[src/rtl/vid_scanout.sv]
// vid_scanout: read side of video memory. Generates raster timing, fetches
// one bitmap byte every 8 pixel clocks and shifts it out MSB-first as a
// 1-bit pixel stream with hsync/vsync/de. Never writes video memory.
//
// Everything runs on the falling edge of clk, like the CPU. rst is
// asynchronous and active-high.
//
// Ports:
//   clk         pixel clock (negedge active)
//   rst         asynchronous active-high reset
//   blank       forces pix=0 while high; timing keeps running
//   rd_addr     video read address (holds between fetches)
//   rd_en       high for one cycle per fetch
//   rd_data     read data, expected one clk after rd_addr/rd_en
//   pix         pixel value
//   de          active-area indicator
//   hsync/vsync sync outputs, active-low when SYNC_NEG=1
//   frame_start one-cycle pulse coinciding with pixel (0,0) on the outputs
//
// Read port contract: there is no valid/ready handshake and no stall. A fetch
// presents rd_en=1 with rd_addr for exactly one cycle, and the byte must be on
// rd_data when the next active clock edge samples it.
module vid_scanout #(
  parameter logic [14:0] BASE_ADDR = 15'h0000,
  parameter int          H_ACTIVE  = 256,
  parameter int          H_FP      = 16,
  parameter int          H_SYNC    = 32,
  parameter int          H_BP      = 16,
  parameter int          V_ACTIVE  = 192,
  parameter int          V_FP      = 4,
  parameter int          V_SYNC    = 4,
  parameter int          V_BP      = 12,
  parameter bit          SYNC_NEG  = 1'b1
) (
  input  logic        clk,
  input  logic        rst,
  input  logic        blank,
  output logic [14:0] rd_addr,
  output logic        rd_en,
  input  logic [7:0]  rd_data,
  output logic        pix,
  output logic        de,
  output logic        hsync,
  output logic        vsync,
  output logic        frame_start
);

  localparam int H_TOTAL = H_ACTIVE + H_FP + H_SYNC + H_BP;
  localparam int V_TOTAL = V_ACTIVE + V_FP + V_SYNC + V_BP;
  localparam int HW      = $clog2(H_TOTAL);
  localparam int VW      = $clog2(V_TOTAL);
  localparam int BPL     = H_ACTIVE / 8;

  localparam logic [HW-1:0] H_LAST      = HW'(H_TOTAL - 1);
  localparam logic [HW-1:0] H_PRE       = HW'(H_TOTAL - 2);
  localparam logic [HW-1:0] H_ACT       = HW'(H_ACTIVE);
  localparam logic [HW-1:0] H_FETCH_END = HW'(H_ACTIVE - 2);
  localparam logic [HW-1:0] HS_ON       = HW'(H_ACTIVE + H_FP);
  localparam logic [HW-1:0] HS_OFF      = HW'(H_ACTIVE + H_FP + H_SYNC);
  localparam logic [VW-1:0] V_LAST      = VW'(V_TOTAL - 1);
  localparam logic [VW-1:0] V_ACT       = VW'(V_ACTIVE);
  localparam logic [VW-1:0] VS_ON       = VW'(V_ACTIVE + V_FP);
  localparam logic [VW-1:0] VS_OFF      = VW'(V_ACTIVE + V_FP + V_SYNC);

  logic [HW-1:0] h;
  logic [VW-1:0] v;
  logic [7:0]    prefetch;
  logic [7:0]    shifter;

  logic          h_wrap;
  logic [HW-1:0] h_next;
  logic [VW-1:0] v_next;
  logic [VW-1:0] line_after;

  logic          fetch_go;
  logic          fetch_ok;
  logic [VW-1:0] fetch_line;
  logic [HW-1:0] fetch_byte;
  logic [14:0]   fetch_addr;

  logic          active;
  logic          load;
  logic [7:0]    shift_d;
  logic          hs_act;
  logic          vs_act;

  assign h_wrap     = (h == H_LAST);
  assign line_after = (v == V_LAST) ? '0 : v + 1'b1;
  assign h_next     = h_wrap ? '0 : h + 1'b1;
  assign v_next     = h_wrap ? line_after : v;

  // Byte k of a line is requested two clocks before its first pixel. Byte 0
  // therefore belongs to the tail of the previous line, and targets the line
  // that follows (wrapping back to line 0 at the bottom of the frame).
  always_comb begin
    fetch_go   = 1'b0;
    fetch_line = v;
    fetch_byte = '0;
    if (h == H_PRE) begin
      fetch_go   = 1'b1;
      fetch_line = line_after;
    end else if ((h[2:0] == 3'd6) && (h < H_FETCH_END)) begin
      fetch_go   = 1'b1;
      fetch_byte = (h + HW'(2)) >> 3;
    end
  end

  assign fetch_ok   = fetch_go && (fetch_line < V_ACT);
  // 15-bit arithmetic: the address wraps modulo 2^15.
  assign fetch_addr = BASE_ADDR + 15'(fetch_line) * 15'(BPL) + 15'(fetch_byte);

  assign active  = (h < H_ACT) && (v < V_ACT);
  assign load    = active && (h[2:0] == 3'd0);
  // pix takes the bit the shifter is about to hold, so a freshly loaded
  // byte's MSB goes out in the same cycle the load happens.
  assign shift_d = load ? prefetch : {shifter[6:0], 1'b0};
  assign hs_act  = (h >= HS_ON) && (h < HS_OFF);
  assign vs_act  = (v >= VS_ON) && (v < VS_OFF);

  always_ff @(negedge clk or posedge rst) begin
    if (rst) begin
      h           <= H_PRE;
      v           <= V_LAST;
      rd_en       <= 1'b0;
      rd_addr     <= BASE_ADDR;
      prefetch    <= '0;
      shifter     <= '0;
      pix         <= 1'b0;
      de          <= 1'b0;
      hsync       <= SYNC_NEG;
      vsync       <= SYNC_NEG;
      frame_start <= 1'b0;
    end else begin
      h     <= h_next;
      v     <= v_next;
      rd_en <= fetch_ok;
      if (fetch_ok) begin
        rd_addr <= fetch_addr;
      end
      // rd_en is high exactly in the cycle whose closing edge sees the data.
      if (rd_en) begin
        prefetch <= rd_data;
      end
      shifter     <= shift_d;
      de          <= active;
      pix         <= active & shift_d[7] & ~blank;
      hsync       <= hs_act ^ SYNC_NEG;
      vsync       <= vs_act ^ SYNC_NEG;
      frame_start <= (h == '0) && (v == '0);
    end
  end

endmodule

[config.mk]
export PLATFORM = sky130hd
export DESIGN_NAME = vid_scanout
export DESIGN_NICKNAME = d
export VERILOG_FILES = /design/src/rtl/vid_scanout.sv
export SDC_FILE = /design/constraint.sdc
export NUM_CORES = 1
export LEC_CHECK = 0
export CAP_MARGIN = 10
export CORE_UTILIZATION = 50
export CTS_CLUSTER_SIZE = 12
export DETAILED_ROUTE_END_ITERATION = 12
export GPL_TIMING_DRIVEN = 1
export HOLD_SLACK_MARGIN = 0.05
export PLACE_DENSITY = 0.75
export SLEW_MARGIN = 20
export SYNTH_ARGS = -nofsm -noshare
export SYNTH_HDL_FRONTEND = slang
export SYNTH_SLANG_ARGS = --single-unit
[constraint.sdc]
create_clock -name clk -period 2.29 [get_ports clk]
set_clock_uncertainty 0.05 [all_clocks]
set_input_delay 0.229 -clock clk [delete_from_list [all_inputs] [get_ports clk]]
set_output_delay 0.229 -clock clk [all_outputs]
set_load 0.05 [all_outputs]
==> metrics.md <==
| Metric | Value |
|---|---|
| Via density | between 5 and 6 |
| Hold WC Path Type | reg2reg |
| Detail Route Antenna Nets | 0 |
| Max Slew Vio Count | 0 |
| Endpoint required time on the critical path | approximately 2000 ps |
| Comb power frac | 4.2% |
| Setup crit end kind | output port |
| Worst-path fanout max | 1 |
| Leading cell types in the layout, fill and taps excluded | sky130_fd_sc_hd__dfrtn_1 (39), sky130_fd_sc_hd__buf_4 (33), sky130_fd_sc_hd__nand2_1 (30), sky130_fd_sc_hd__inv_1 (26), sky130_fd_sc_hd__buf_12 (21) |
| First-pass GRT wire length | approximately 9400 um |
| DIE AREA | between 5000 and 6000 um2 |
| Fraction of registers with async set or reset after synthesis | 100% |
| Number of failing hold endpoints at the final stage | 0 |
| Number of clock buffers inserted by TritonCTS | 5 |
| DR iter-0 viols | 82 |
| Worst setup margin | -166 ps |
| DRC violations left | 0 |
| Adder-cell share of the synthesized area | about 3.2% |
| Synthesized-area fraction occupied by and/or/nand/nor cells | 18.7% |
| Final weighted congestion in routability-driven placement | 0.878 |
| FF+latch count, synth | 52 |
| Status | finished with violations |
| Maximum vdd ir drop | between 0.4 and 0.5 mV |
| Clock latency at the later pin of the worst-skew pair | 370 ps |
| Antenna fix cells | 0 |
| Horizontal extent of the die | 75.5 um |
| Root Buffer Master | sky130_fd_sc_hd__clkbuf_8 |
| Count of buffering cells on the critical path with inverters included | 1 |
| GRT busiest layer | met2 |
| Finished Cell Area | 3740 um2 |
| GR Layer Usage met2 | roughly two fifths |
| Area overhead of the layout relative to synthesis | 38.6% |
| Number of distinct library cells after synthesis | 50 |
| Maximum number of buffers from clock root to sink | 2 |
| Violations in the final reports | setup timing |
| Cell count after synthesis | 262 |
| Part of the Yosys area used for sequential elements | 48.8% |
| Sw power | 0.415 mW |
| Largest family of logic cells by synthesized area | simple AND/OR/NAND/NOR gates |
| Cell row count | 26 |
| Maximum number of pins on one net before global-route repair | 27 |
| Switching fraction of total power | roughly a quarter |
| Number of H-tree levels | 2 |
| Xor/xnor share of the synthesized area | 5.19% |
| Mux contribution to synthesized area | approximately a tenth |
| Number of max-capacitance violations reported | 0 |
| Worst-path clk slew | 60 ps |
| Number of top-level pins | 32 |
| Synthesized-area fraction occupied by ao, oa, aoi and oai cells | 9.08% |
| Cell internal pwr | 1.33 mW |
| Total number of vias | 2160 |
| Initial core utilization | 52.6% |
| Most common library cell in the layout ignoring fill and taps | sky130_fd_sc_hd__dfrtn_1 |
| RSZ-0062 raised after global routing | yes |
| Cell area reported after detailed placement | approximately 3400 um2 |
| Part of the power in registers | approximately 54% |
| Leak | roughly 1.6 nW |
| Number of enable-type register cells in the synthesized netlist | 0 |
| Worst Setup Path Type | reg2out |
| Number of warnings printed during yosys synthesis | 0 |
| Delay of the slowest cell on the worst path | 530 ps |
| Most used flip-flop cell after synthesis | sky130_fd_sc_hd__dfrtn_1 |
| Register-to-register path setup slack | 10 ps |
| Mapped Avg Cell Area | 10.3 um2 |
| Clock tree from TritonCTS | built |
| Synth Cell Area | 2700 um2 |
| Kind of launch point of the worst setup path | flip-flop |
| # port buffers | 30 |
| Met1 track utilization from global routing | 28.2% |
| First-pass iteration count of the detailed router | 4 |
| Chip Height | 75.5 um |
| Utilization after layout | 72.9% |
| Pwr dens | 467 nW/um2 |
| Share of layout cells above drive strength 1 | between 30% and 40% |
| Arrival time worst endpoint | 2180 ps |
| Total wirelength of the detailed-routed design | about 6000 um |
| Global route overflow | 0 |
| Hold-fix buffers, CTS | 0 |
| Core Region | 5140 um2 |
| Total GRT Usage | between 20% and 30% |
| Setup violators final | 20 |
| GRT met3 Usage | 3.97% |
| Vias in the first global route | 2007 |
| Cell breakdown of the critical path | buf_12 |
| Post-DR wirelength/cell | between 15 and 20 um |
| Top Family by Delay on Critical Path | flip-flops |
| Half-perimeter wire length after placement | 4340 um |
| Clk sinks | 52 |
| Antenna violations before repair | 0 |
| Number of nets in the layout | between 300 and 400 |
| Clock Power Share | 41.7% |
| Critical-path top delay cell | sky130_fd_sc_hd__dfstp_2 |
==> routing by layer <==
layer,routed length [um],vias up
li1,-,1016
met1,2530,1066
met2,3150,63
met3,220,15
met4,103,0
met5,0,-
==> what timing repair did <==
action	in CTS	in global routing
setup buffers	1	5
pin swaps	0	5
resized for setup	2	22
endpoints found under the setup margin	25	35
==> power by group through the flow <==
stage	clock network, mW	registers, mW	logic [mW]
finish	0.729	0.947	0.0735
global route	0.786	0.949	0.0819
CTS	0.744	0.947	0.0753
detailed placement	0.0375	0.962	0.0748
global placement	0.0375	0.961	0.0731
floorplan	0.0375	0.965	0.0317
==> area by class of cell <==
cell class	instances	area (um2)
Fill cell	375	1400
Multi-Input combinational cell	177	1340
Sequential cell	52	1320
Timing Repair Buffer	65	779
Clock inverter	16	92.6
Tap cell	70	87.6
Clock buffer	5	68.8
Inverter	14	56.3
==> worst register-to-register path, stage by stage (launching register included) <==
cell	delay, ps
sky130_fd_sc_hd__dfstp_2	610
sky130_fd_sc_hd__nand2_1	150
sky130_fd_sc_hd__nor4_2	330
sky130_fd_sc_hd__o21ai_2	150
sky130_fd_sc_hd__o31ai_4	390
sky130_fd_sc_hd__buf_4	220
sky130_fd_sc_hd__inv_1	50
sky130_fd_sc_hd__a2bb2oi_1	120
==> synth_stat cells, types with 2 or more instances <==
cell                       instances  area [um2]
sky130_fd_sc_hd__nand2b_1          2        12.5
sky130_fd_sc_hd__a21oi_1           6        30.0
sky130_fd_sc_hd__mux2i_1           4        40.0
sky130_fd_sc_hd__and2_1            3        18.8
sky130_fd_sc_hd__nand4_1           3        18.8
sky130_fd_sc_hd__clkbuf_1          9        33.8
sky130_fd_sc_hd__inv_1            15        56.3
sky130_fd_sc_hd__o21ai_1           7        35.0
sky130_fd_sc_hd__and3_1            2        12.5
sky130_fd_sc_hd__nor2_1            8        30.0
sky130_fd_sc_hd__dfstp_2          13         342
sky130_fd_sc_hd__nor2b_1           2        12.5
sky130_fd_sc_hd__xor2_1           10        87.6
sky130_fd_sc_hd__or2_2             3        18.8
sky130_fd_sc_hd__o31ai_2           2        25.0
sky130_fd_sc_hd__nand2_1          33         124
sky130_fd_sc_hd__nor4_1            4        25.0
sky130_fd_sc_hd__buf_2             8        40.0
sky130_fd_sc_hd__ha_1              7        87.6
sky130_fd_sc_hd__and4_1            2        17.5
sky130_fd_sc_hd__nor3b_1           2        15.0
sky130_fd_sc_hd__dfrtn_1          39         976
sky130_fd_sc_hd__nor3_1            5        25.0
sky130_fd_sc_hd__o21ai_0          12        60.1
sky130_fd_sc_hd__a31oi_1           3        18.8
sky130_fd_sc_hd__xnor2_1           6        52.6
sky130_fd_sc_hd__mux2_2           16         180
sky130_fd_sc_hd__nand3_1          14        70.1
==> path summary, 6_finish.rpt <==
| check | from | end | cells past startpoint |
|---|---|---|---|
| max | vsync | vsync | 1 |
| min reg2reg | shifter[0] | shifter[1] | 1 |
| max in group asynchronous | rst | prefetch[3] | 3 |
| min in group asynchronous | rst | rd_addr[0] | 3 |
| max reg2reg | v[4] | rd_addr[12] | 7 |
| min | shifter[0] | shifter[1] | 1 |
==> logic make-up after synthesis <==
family	after synthesis
other cells	1
simple gates	93
buf+inv	34
compound gates	37
flops	52
fa+ha+maj	7
xor+xnor	16
mux	22
==> registers in the layout, indices dropped and copies added, names as in the netlist, 7 cells and up <==
signal    flops
rd_addr      14
h             9
prefetch      8
v             8
shifter       7
==> stage by stage <==
stage	setup TNS, ps	power (mW)	instances	hold WS (ps)	setup slack (ps)
4_1_cts	-1460	1.77	394	378	-173
3_5_place_dp	0	1.07	373	377	13.7
2_1_floorplan	0	1.03	263	355	36.0
3_3_place_gp	0	1.07	373	371	55.2
5_1_grt	-1880	1.82	399	396	-199
6_report	-1270	1.75	399	379	-166
Power figures use the tool's default switching activity.
